**config.mk**
```make
export PLATFORM = sky130hd
export DESIGN_NAME = binary_to_bcd_converter__4
export DESIGN_NICKNAME = d
export VERILOG_FILES = /design/src/rtl/binary_to_bcd_converter__4.sv
export SDC_FILE = /design/constraint.sdc
export NUM_CORES = 1
export LEC_CHECK = 0
export CELL_PAD_IN_SITES_DETAIL_PLACEMENT = 1
export CELL_PAD_IN_SITES_GLOBAL_PLACEMENT = 2
export CORE_ASPECT_RATIO = 2
export CORE_MARGIN = 5
export CORE_UTILIZATION = 34
export DETAILED_ROUTE_END_ITERATION = 8
export HOLD_SLACK_MARGIN = 0.1
export PLACE_DENSITY_LB_ADDON = 0.1
export RECOVER_POWER = 25
export SLEW_MARGIN = 25
export SYNTH_ARGS = -nofsm -noshare
export SYNTH_HDL_FRONTEND = slang
export SYNTH_SLANG_ARGS = --single-unit
```
**constraint.sdc**
```tcl
create_clock -name clock -period 2.5 [get_ports clock]
set_clock_uncertainty 0.15 [all_clocks]
set_input_delay 0.5 -clock clock [delete_from_list [all_inputs] [get_ports clock]]
set_output_delay 0.5 -clock clock [all_outputs]
set_load 0.005 [all_outputs]
```
**src/rtl/binary_to_bcd_converter__4.sv**
```systemverilog
// Sequential double-dabble binary-to-BCD converter: one shift/add-3 step per clock.
// Optional build macro BCD_SATURATE_EN clamps the BCD output to 9999 on overflow.
module binary_to_bcd_converter__4 #(
  parameter int BINARY_WIDTH     = 16,
  parameter int NUMBER_OF_DIGITS = 4
) (
  input  logic                          clock,
  input  logic                          reset_n,
  input  logic [BINARY_WIDTH-1:0]       in_binary,
  input  logic                          in_valid,
  output logic                          in_ready,
  output logic [4*NUMBER_OF_DIGITS-1:0] bcd,
  output logic                          overflow,
  output logic                          out_valid
);

  localparam int ACC_W = 20;
  localparam int BCD_W = 4 * NUMBER_OF_DIGITS;
  localparam int SR_W  = ACC_W + BINARY_WIDTH;
  localparam logic [4:0] LAST_STEP = 5'(BINARY_WIDTH - 1);

  typedef enum logic [1:0] {IDLE, SHIFT, DONE} state_e;

  state_e            state_q;
  logic [4:0]        cnt_q;
  logic [SR_W-1:0]   sr_q;
  logic [BCD_W-1:0]  bcd_q;
  logic              overflow_q;
  logic              out_valid_q;

  logic [ACC_W-1:0]  acc_adj;
  logic [SR_W-1:0]   sr_d;
  logic [ACC_W-1:0]  acc_d;
  logic              overflow_d;
  logic [BCD_W-1:0]  bcd_d;

  // One double-dabble step: add 3 to every digit >= 5, then shift the whole register left.
  // NOTE: every always_comb output gets a default first so no path can infer a latch.
  always_comb begin
    acc_adj = sr_q[SR_W-1 -: ACC_W];
    for (int d = 0; d < ACC_W / 4; d++) begin
      if (acc_adj[4*d +: 4] >= 4'd5) begin
        acc_adj[4*d +: 4] = acc_adj[4*d +: 4] + 4'd3;
      end
    end
    sr_d       = {acc_adj, sr_q[BINARY_WIDTH-1:0]} << 1;
    acc_d      = sr_d[SR_W-1 -: ACC_W];
    overflow_d = |acc_d[ACC_W-1:BCD_W];
`ifdef BCD_SATURATE_EN
    bcd_d = overflow_d ? {NUMBER_OF_DIGITS{4'h9}} : acc_d[BCD_W-1:0];
`else
    bcd_d = acc_d[BCD_W-1:0];
`endif
  end

  // NOTE: sequential state uses non-blocking assignments so all registers update together.
  always_ff @(posedge clock) begin
    if (!reset_n) begin
      state_q     <= IDLE;
      cnt_q       <= '0;
      bcd_q       <= '0;
      overflow_q  <= 1'b0;
      out_valid_q <= 1'b0;
    end else begin
      case (state_q)
        IDLE: begin
          if (in_valid) begin
            cnt_q   <= '0;
            state_q <= SHIFT;
          end
        end
        SHIFT: begin
          cnt_q <= cnt_q + 5'd1;
          if (cnt_q == LAST_STEP) begin
            state_q     <= DONE;
            bcd_q       <= bcd_d;
            overflow_q  <= overflow_d;
            out_valid_q <= 1'b1;
          end
        end
        DONE: begin
          out_valid_q <= 1'b0;
          state_q     <= IDLE;
        end
        default: state_q <= IDLE;
      endcase
    end
  end

  // NOTE: the shift register is pure datapath, always loaded on accept before use, so it has no reset.
  always_ff @(posedge clock) begin
    if (state_q == IDLE && in_valid) begin
      sr_q <= {{ACC_W{1'b0}}, in_binary};
    end else if (state_q == SHIFT) begin
      sr_q <= sr_d;
    end
  end

  // Gated by reset_n so the source sees "not ready" for as long as reset is held.
  assign in_ready  = reset_n && (state_q == IDLE);
  assign bcd       = bcd_q;
  assign overflow  = overflow_q;
  assign out_valid = out_valid_q;

endmodule

```
==> results.cfg <==
[hold_path]
hold_depth = 2
hold_path_class = reg -> reg

[placement]
post-dp-hpwl_um = 4324
gp_congestion = 0.7217
port_buffers = 37

[cts]
insertion_delay_ns = 0.32
cts_hold_buf = 0
post-cts-setup-buffers = 0
cts.sinks = 61
htree_levels = 3
path_clk_slew_ns = 0.05
cts_buffers = 9
cts.path.max_buffers = 2
cts-root-buf = clkbuf_16
cts_tree = done

[synth]
yosys_warnings = 0
synthesis.nets = 295
avgSynthCellArea_um2 = 10.20
netlist_instances = 264
yosysUniqueCellTypes = 34
synth_area_um2 = 2693
async_reset_ff_frac = 0
synth_flop_cell = dfxtp_1
ys_seq_area_frac = 0.5130
synth-edff-count = 16
ys_ff_latch = 61

[worst_setup_path]
endpoint_kind = flop
crit_arrival_ns = 2.19
crit_fanout = 11
rr_worst_depth = 7
worstSetupPathType = in -> reg
required_ns = 2.42
worstSetupStartpointType = primary input

[finish]
final_core_util = 0.4407
seq_area_um2 = 1381
nets = 340
multiInputGateArea_um2 = 1194
nFillCells = 898
area_growth_pct = 28.11
drive_above_1_share = 0.1465
diodes = 0

[outcome]
status = finished clean

[die]
rows = 46
die_area_um2 = 9907
initial_utilization = 0.3440
die_y_um = 135.9
pin_count = 38
core-area_um2 = 7828
die_x_um = 72.93

[route]
drt-vias-per-instance = 5.046
drt_first_pass_iters = 4
vias = 2069
drcViolationCount = 0
finalWirelength_um = 6520
routedWlPerCell_um = 15.90
drtIter0Drc = 74
final_antenna_net_count = 0

[sta]
maxSlewViolCount = 0
tns_ns = 0
finalHoldViolations = 0
tightest_slew_ns = 1.026
setup_viol = 0
rsz0062_at_grt = false
fin_crit_ns = 2.267
slew_headroom = 0.3154
post-route-period-util = 0.9066
fmax_ghz = 0.4412

[global_route]
antenna_found_initial = 0
overflow = 0
grt_max_degree = 32
grtUsageTotal = 0.1440
grt_pass1_vias = 2240
grt_pass1_wl_um = 10790

[run]
drv_cap = 0

[power]
leakage_nw = 1.237
max-vdd-ir-drop_v = 0.0004190
cellPowerDensity_nw_per_um2 = 715.6
==> critical path: stages <==
cell           delay, ns
dlygate4sd3_1       0.54
nor3b_1             0.24
clkbuf_1            0.49
mux2_2              0.41
==> path summary, 6_finish.rpt <==
path,start,end,slack (ns)
max,in_valid,sr_q[3],0.23
min,bcd[14],bcd[14],0.32
min reg2reg,bcd[14],bcd[14],0.32
max reg2reg,cnt_q[0],bcd[4],0.36
==> kinds of logic after synthesis <==
logic type	count (synthesis)	synth area share
XOR/XNOR	5	0.01626
adder cells (fa/ha/maj)	12	0.05576
AND/OR/NAND/NOR	70	0.1343
flip-flops	61	0.5130
multiplexers	22	0.09108
buffers and inverters	25	0.04368
AO/OA/AOI/OAI	69	0.1459
==> metal layers <==
layer  wire [um]  GRT usage  up-vias
li1            -          -     1035
met3         200    0.03109        9
met4         158    0.07700        0
met2        3371     0.2420       25
met1        2790     0.1666     1000
met5           0          0        -
==> sequential cells by signal, summed over array words and instances, names as in the netlist <==
register   cells
bcd           16
sr_q          36
state_q        2
overflow       1
cnt_q          5
out_valid      1
==> power breakdown <==
| part | internal (mW) | switching (mW) | leakage, nW |
|---|---|---|---|
| Sequential | 1.07 | 0.0224 | 0.524 |
| Combinational | 0.0923 | 0.0976 | 0.569 |
| Clock | 0.760 | 0.425 | 0.143 |
| Total | 1.92 | 0.545 | 1.24 |
==> timing repair <==
| item | CTS | global route |
|---|---|---|
| endpoints found under the setup margin | 1 | 0 |
| hold endpoints to repair | 0 | 0 |
| resized for setup | 1 | 0 |
==> cells in the final DEF, fill, tap and decap left out, drive strengths merged <==
| cell type | n |
|---|---|
| dlygate4sd2 | 1 |
| nand2b | 7 |
| and3 | 2 |
| nor3b | 5 |
| clkdlybuf4s50 | 35 |
| a21oi | 14 |
| o21ai | 26 |
| o31ai | 1 |
| or3b | 4 |
| xnor2 | 5 |
| nand3 | 1 |
| and2 | 2 |
| a31oi | 5 |
| mux2i | 2 |
| o22a | 1 |
| nand3b | 2 |
| inv | 14 |
| a41oi | 1 |
| nand2 | 25 |
| edfxtp | 16 |
| o21bai | 1 |
| dlygate4sd3 | 1 |
| dfxtp | 45 |
| nor2 | 13 |
| o22ai | 17 |
| nor3 | 7 |
| ha | 12 |
| a211oi | 3 |
| mux2 | 20 |
| bufinv | 1 |
| clkinv | 5 |
| buf | 5 |
| nor2b | 2 |
| clkbuf | 13 |
==> final cells by class <==
cell class / instances / area share
Clock buffer: 10 / 0.06638
Clock inverter: 6 / 0.01560
Inverter: 14 / 0.01523
Multi-Input combinational cell: 178 / 0.3460
Sequential cell: 61 / 0.4004
Tap cell: 96 / 0.03482
Timing Repair Buffer: 45 / 0.1215
==> Yosys cell counts, types with 2 or more instances <==
| cell | count | area, um2 |
|---|---|---|
| a211oi_1 | 3 | 22.52 |
| a21oi_1 | 14 | 70.07 |
| a31oi_1 | 5 | 31.28 |
| and2_1 | 2 | 12.51 |
| and3_1 | 2 | 12.51 |
| buf_2 | 4 | 20.02 |
| buf_6 | 2 | 22.52 |
| clkbuf_1 | 4 | 15.01 |
| dfxtp_1 | 45 | 900.9 |
| edfxtp_1 | 16 | 480.5 |
| ha_1 | 12 | 150.1 |
| inv_1 | 13 | 48.80 |
| mux2_2 | 20 | 225.2 |
| mux2i_1 | 2 | 20.02 |
| nand2_1 | 24 | 90.09 |
| nand2b_1 | 7 | 43.79 |
| nand3b_1 | 2 | 15.01 |
| nor2_1 | 13 | 48.80 |
| nor3_1 | 7 | 35.03 |
| nor3b_1 | 5 | 37.54 |
| o21ai_0 | 26 | 130.1 |
| o22ai_1 | 17 | 106.4 |
| or3b_2 | 4 | 35.03 |
| xnor2_1 | 5 | 43.79 |
==> stage by stage <==
step / instances / setup WS, ns / area [um2] / hold slack [ns] / power (mW)
after CTS: 410 / 0.2665 / 3465 / 0.3244 / 2.518
final: 410 / 0.2334 / 3450 / 0.3203 / 2.468
after detailed placement: 394 / 0.009687 / 3183 / 0.3171 / 1.311
after global placement: 394 / 0.002361 / 3183 / 0.3066 / 1.303
after global routing: 410 / 0.09826 / 3450 / 0.3472 / 2.561
after floorplan: 264 / 0.7476 / 2693 / 0.2935 / 1.229
Power figures use the tool's default switching activity.
==> patch 1, RTL diff (same settings) <==
Build with the macro `BCD_SATURATE_EN` defined.
--- a/src/rtl/binary_to_bcd_converter__4.sv
+++ b/src/rtl/binary_to_bcd_converter__4.sv
@@ -2,2 +2,4 @@
 // Optional build macro BCD_SATURATE_EN clamps the BCD output to 9999 on overflow.
+`define BCD_SATURATE_EN
+
 module binary_to_bcd_converter__4 #(
Check against the original RTL: same outputs for any inputs over 10 cycles, from zero or initial values and one cycle with reset_n low; that may be too few to reach the edited logic, so the function may still have changed.
==> patch 1 against the unedited design <==
- global-route usage increased by 0.24 points
- sequential share of layout area decreased by 2.6 points
- core utilization increased by 0.41 points
- sequential cell count unchanged
- critical path type is now input port to output pin
- routed wire length increased by 9.3%
- synthesized area increased by 7.3%
- largest power group unchanged
- count of clock-buffer cells in the layout increased by 1
- design area increased by 6.9%
- highest routed layer unchanged
- setup slack got worse by 160 ps
- fmax decreased by 6.6%
- power increased by 9.2%
==> patch 1: results (changes against the unedited design) <==
* Status: completed
* Nonclk buf count at 48 (+6.7%)
* FF-to-FF setup slack at 290 ps (-70 ps)
* First-pass GRT wire length at 11800 um (+9.4%)
* Fraction of layout cells with a size suffix above 1 at 12.1% (-2.5 points)
* Endpoint, Worst Hold: sr_q[33]$_SDFFE_PP0P_
* VDD IR max at 0.000540 V (+29%)
* Final Core Density at 44.5% (+0.41 points)
* Synth unique cells at 40 (+18%)
* Mux share of post-synthesis cell area at 2.60% (-6.5 points)
* WHS at 332 ps (+11.8 ps)
* DRT iter0 DRCs at 98 (+32%)
* Multi-input gates at 216 (+21%)
* Clk pwr at 1.32 mW (+11%)
* Final WL at 7130 um (+9.3%)
* Placed Area at 0.00338 mm2 (+6.1%)
* Instance count of the mapped netlist at 307 (+16%)
* Routability cong. at 0.720 (-0.19%)
* Final clock-cell share at 8.58% (+0.38 points)
* Core region area at 0.00829 mm2 (+5.9%)
* Multi-input gate area in the final layout at 0.00137 mm2 (+15%)
* Leak pwr at 1.55 nW (+26%)
* Synth top area cells: dfxtp_1, edfxtp_1, nand2_1
* Critical R2R Capture: bcd[1]$_SDFFE_PN0P_
* Seq/Total Area, Yosys at 47.8% (-3.5 points)
* Nets at 380 (+12%)
* Max Fanout on Critical Path at 2 (-9)
* Synth Area in Compound Gates at 17.1% (+2.5 points)
* Non-clk invs at 13 (-1)
* Syn nets at 338 (+15%)
* Placed insts at 436 (+11%)
* Largest net degree at the start of global routing at 35 (+9.4%)
* Signal buffers share of area at 12.1% (-0.041 points)
* Detailed-route via count at 2354 (+14%)
* Worst-margin pin slew at 538 ps (-488 ps)
* Pre-CTS setup slack at 42.5 ps (+32.9 ps)
* Slowest Stage Delay on Critical Path at 560 ps (+20 ps)
* Clock buffer count in the final layout at 11 (+1)
* Post-Synth XOR/XNOR Area at 1.52% (-0.11 points)
* Vias in the first global route at 2343 (+4.6%)
* Synth top cells by count: nand2_1, dfxtp_1, o21ai_0
* Crit path DAT at 1780 ps (-410 ps)
* Hold Startpoint: sr_q[33]$_SDFFE_PP0P_
* Slowest stage cell, crit path: clkdlybuf4s50_1
* Fill cells at 971 (+8.1%)
## patch 1: cell types whose count changed after synthesis, sizes merged, moves of 7 or more
cell and delta:
nand2 +33, and3 +7, o21ai +7, a41o +8
nand3 +10, o22ai -17, nor2 -10, mux2 -19
## patch 1: what timing repair did
| item | CTS | global route |
|---|---|---|
| endpoints found under the setup margin | 0 | 1 |
| resized for setup | 0 | 1 |
| buffers inserted | 0 | 0 |
## patch 1: worst max-delay path by stage
stage	depth (start not counted)	start	to	slack, ps
detailed placement	3	reset_n	in_ready	40
CTS	3	reset_n	in_ready	30
global placement	3	reset_n	in_ready	30
finish	3	reset_n	in_ready	70
global route	3	reset_n	in_ready	10
floorplan	8	cnt_q[0]$_SDFFE_PN0P_	bcd[11]$_SDFFE_PN0P_	570
## patch 1: routing by layer
layer	track usage (%)	vias up	share of wire (%)
li1	-	1171	-
met1	16.2	1145	40
met2	26.2	31	55
met3	3.59	7	3.5
met4	4.98	0	1.6
met5	0	-	0
==> patch 2, RTL diff (same settings) <==
Without the edit above. The 3 states of `state_e` get a one-hot encoding in 3 bits.
--- a/src/rtl/binary_to_bcd_converter__4.sv
+++ b/src/rtl/binary_to_bcd_converter__4.sv
@@ -21,3 +21,3 @@
 
-  typedef enum logic [1:0] {IDLE, SHIFT, DONE} state_e;
+  typedef enum logic [2:0] {IDLE = 3'b001, SHIFT = 3'b010, DONE = 3'b100} state_e;
 
Check against the original RTL: no difference found for any inputs over 10 cycles, from zero or initial values and one cycle with reset_n low; not proved beyond that.
==> patch 2 against the unedited design <==
- combinational power fell by 13%
- power fell by 0.26%
- largest cell class unchanged
- routed wire length rose by 3.2%
- synthesized area rose by 2.9%
- setup slack improved by 6.6 ps
- synthesized cell count rose by 0.38%
- design area rose by 4.0%
- sequential cell count rose by 1
==> patch 2: results (changes against the unedited design) <==
* Crit path DAT at 1610 ps (-580 ps)
* Nets at 344 (+1.2%)
* Post-synth EDFFs at 16 (unchanged)
* Seq/Total Area, Yosys at 50.6% (-0.71 points)
* Cts bufs inserted at 9 (unchanged)
* Max-cap violations at 0 (unchanged)
* Clk_lat worst skew at around 330 ps
* Clock buffer depth at 2 (unchanged)
* Synth top cells by count: dfxtp_1, mux2_2, a21oi_1, nand2_1, nor2_1
* Top reg by flops: sr_q
* Fraction of layout cells with a size suffix above 1 at 14.8% (+0.13 points)
* Status: completed
* First-pass GRT wire length at 11000 um (+1.5%)
* DR pass1 iterations at 4 (unchanged)
* Max reg flops at 36 (unchanged)
* Critical path destination: in_ready
* Yosys Warn Count at 0 (unchanged)
* Synth top area cells: dfxtp_1, edfxtp_1, mux2_2
* Hold WC Path Type: register to register
* Slowest stage cell, crit path: dlygate4sd3_1
* Routed vias/inst at 5.29 (+4.9%)
* Endpoint, Worst Hold: bcd[10]$_SDFFE_PN0P_
* Reg2Reg Depth at 7 (unchanged)
* Slowest Stage Delay on Critical Path at 550 ps
* Post-DP HPWL at 4870 um (+13%)
* Leak pwr at 1.28 nW (+3.4%)
* PortBufs at 37 (unchanged)
* Critical R2R Capture: bcd[0]$_SDFFE_PN0P_
* Maximum level of the CTS H-tree at 3 (unchanged)
* Seq pwr share at 44.1% (-0.2 points)
* Vias in the first global route at 2253 (+0.58%)
* Fill cells at 896 (-0.22%)
* Delay-heaviest family, CP: buffers and inverters
* Worst-margin pin slew at 838 ps (-188 ps)
* Synth unique cells at 40 (+18%)
* Initial antenna violation count at 0 (unchanged)
* Wire length per cell at 16.3 um (+2.2%)
* FF-to-FF setup slack at 400 ps (+40 ps)
* CP startpoint: reset_n
* Comb power frac at 6.7% (-1.0 points)
* Hold Startpoint: bcd[10]$_SDFFE_PN0P_
* VDD IR max at 0.000310 V (-26%)
* ANT cells at 0 (unchanged)
* Routability cong. at 0.757 (+4.9%)
* Gr usage total at 14.4% (-0.029 points)
* Max Fanout on Critical Path at 2 (-9)
* DRT iter0 DRCs at 64 (-14%)
* Syn nets at 296 (+0.34%)
* Largest net degree at the start of global routing at 25 (-22%)
* CTS Root Buffer Type: clkbuf_16
* Synth async-reset ratio at 0% (unchanged)
* Internal at 1.95 mW (+1.4%)
* Hold depth at 2 (unchanged)
## patch 2: cell count changes after synthesis, sizes merged, moves of 3 or more
cell    before  now
clkbuf       4    1
nor3         7    2
o31ai        1    5
a31oi        5    1
a211oi       3    8
a21oi       14   19
a32o         0    4
o21ai       26   14
buf          7   11
nand2       25   19
or3b         4    1
nor2        13   20
nor3b        5    8
## patch 2: cell type report
cell class,instances,share of cell area (%)
tap,96,3.35
multi-input combinational,176,34.7
timing repair buffer,49,13.2
sequential,62,39.1
inverter,15,1.57
clock inverter,5,1.36
clock buffer,11,6.77
## patch 2: cells by family after synthesis
kind of cell / after synthesis / share of synthesized area, %
AO/OA/AOI/OAI: 73 / 16.8
XOR/XNOR: 5 / 1.58
buffers and inverters: 27 / 4.92
multiplexers: 22 / 8.85
AND/OR/NAND/NOR: 64 / 11.8
adder cells (fa/ha/maj): 12 / 5.42
flip-flops: 62 / 50.6
## patch 2: per-stage QoR
| stage | cell area, um2 | power [mW] | instances | hold slack (ps) | worst slack [ps] |
|---|---|---|---|---|---|
| floorplan | 2770 | 1.20 | 265 | 293 | 613 |
| global placement | 3310 | 1.28 | 398 | 308 | 31.8 |
| detailed placement | 3310 | 1.29 | 398 | 321 | -5.80 |
| CTS | 3600 | 2.50 | 414 | 328 | 277 |
| global route | 3590 | 2.57 | 414 | 339 | 157 |
| finish | 3590 | 2.46 | 414 | 317 | 240 |
## patch 2: repair_timing
item,in CTS,in global routing
hold buffers,0,0
endpoints found under the hold margin,0,0
setup buffers,0,0
setup endpoints to repair,1,0
gates resized for setup,1,0
## patch 2: routing by layer
metal	GRT usage, %	up-vias	wire length [um]
met2	25.5	46	3600
li1	-	1057	-
met3	3.73	15	300
met1	15.3	1073	2670
met4	6.85	0	153
met5	0	-	0
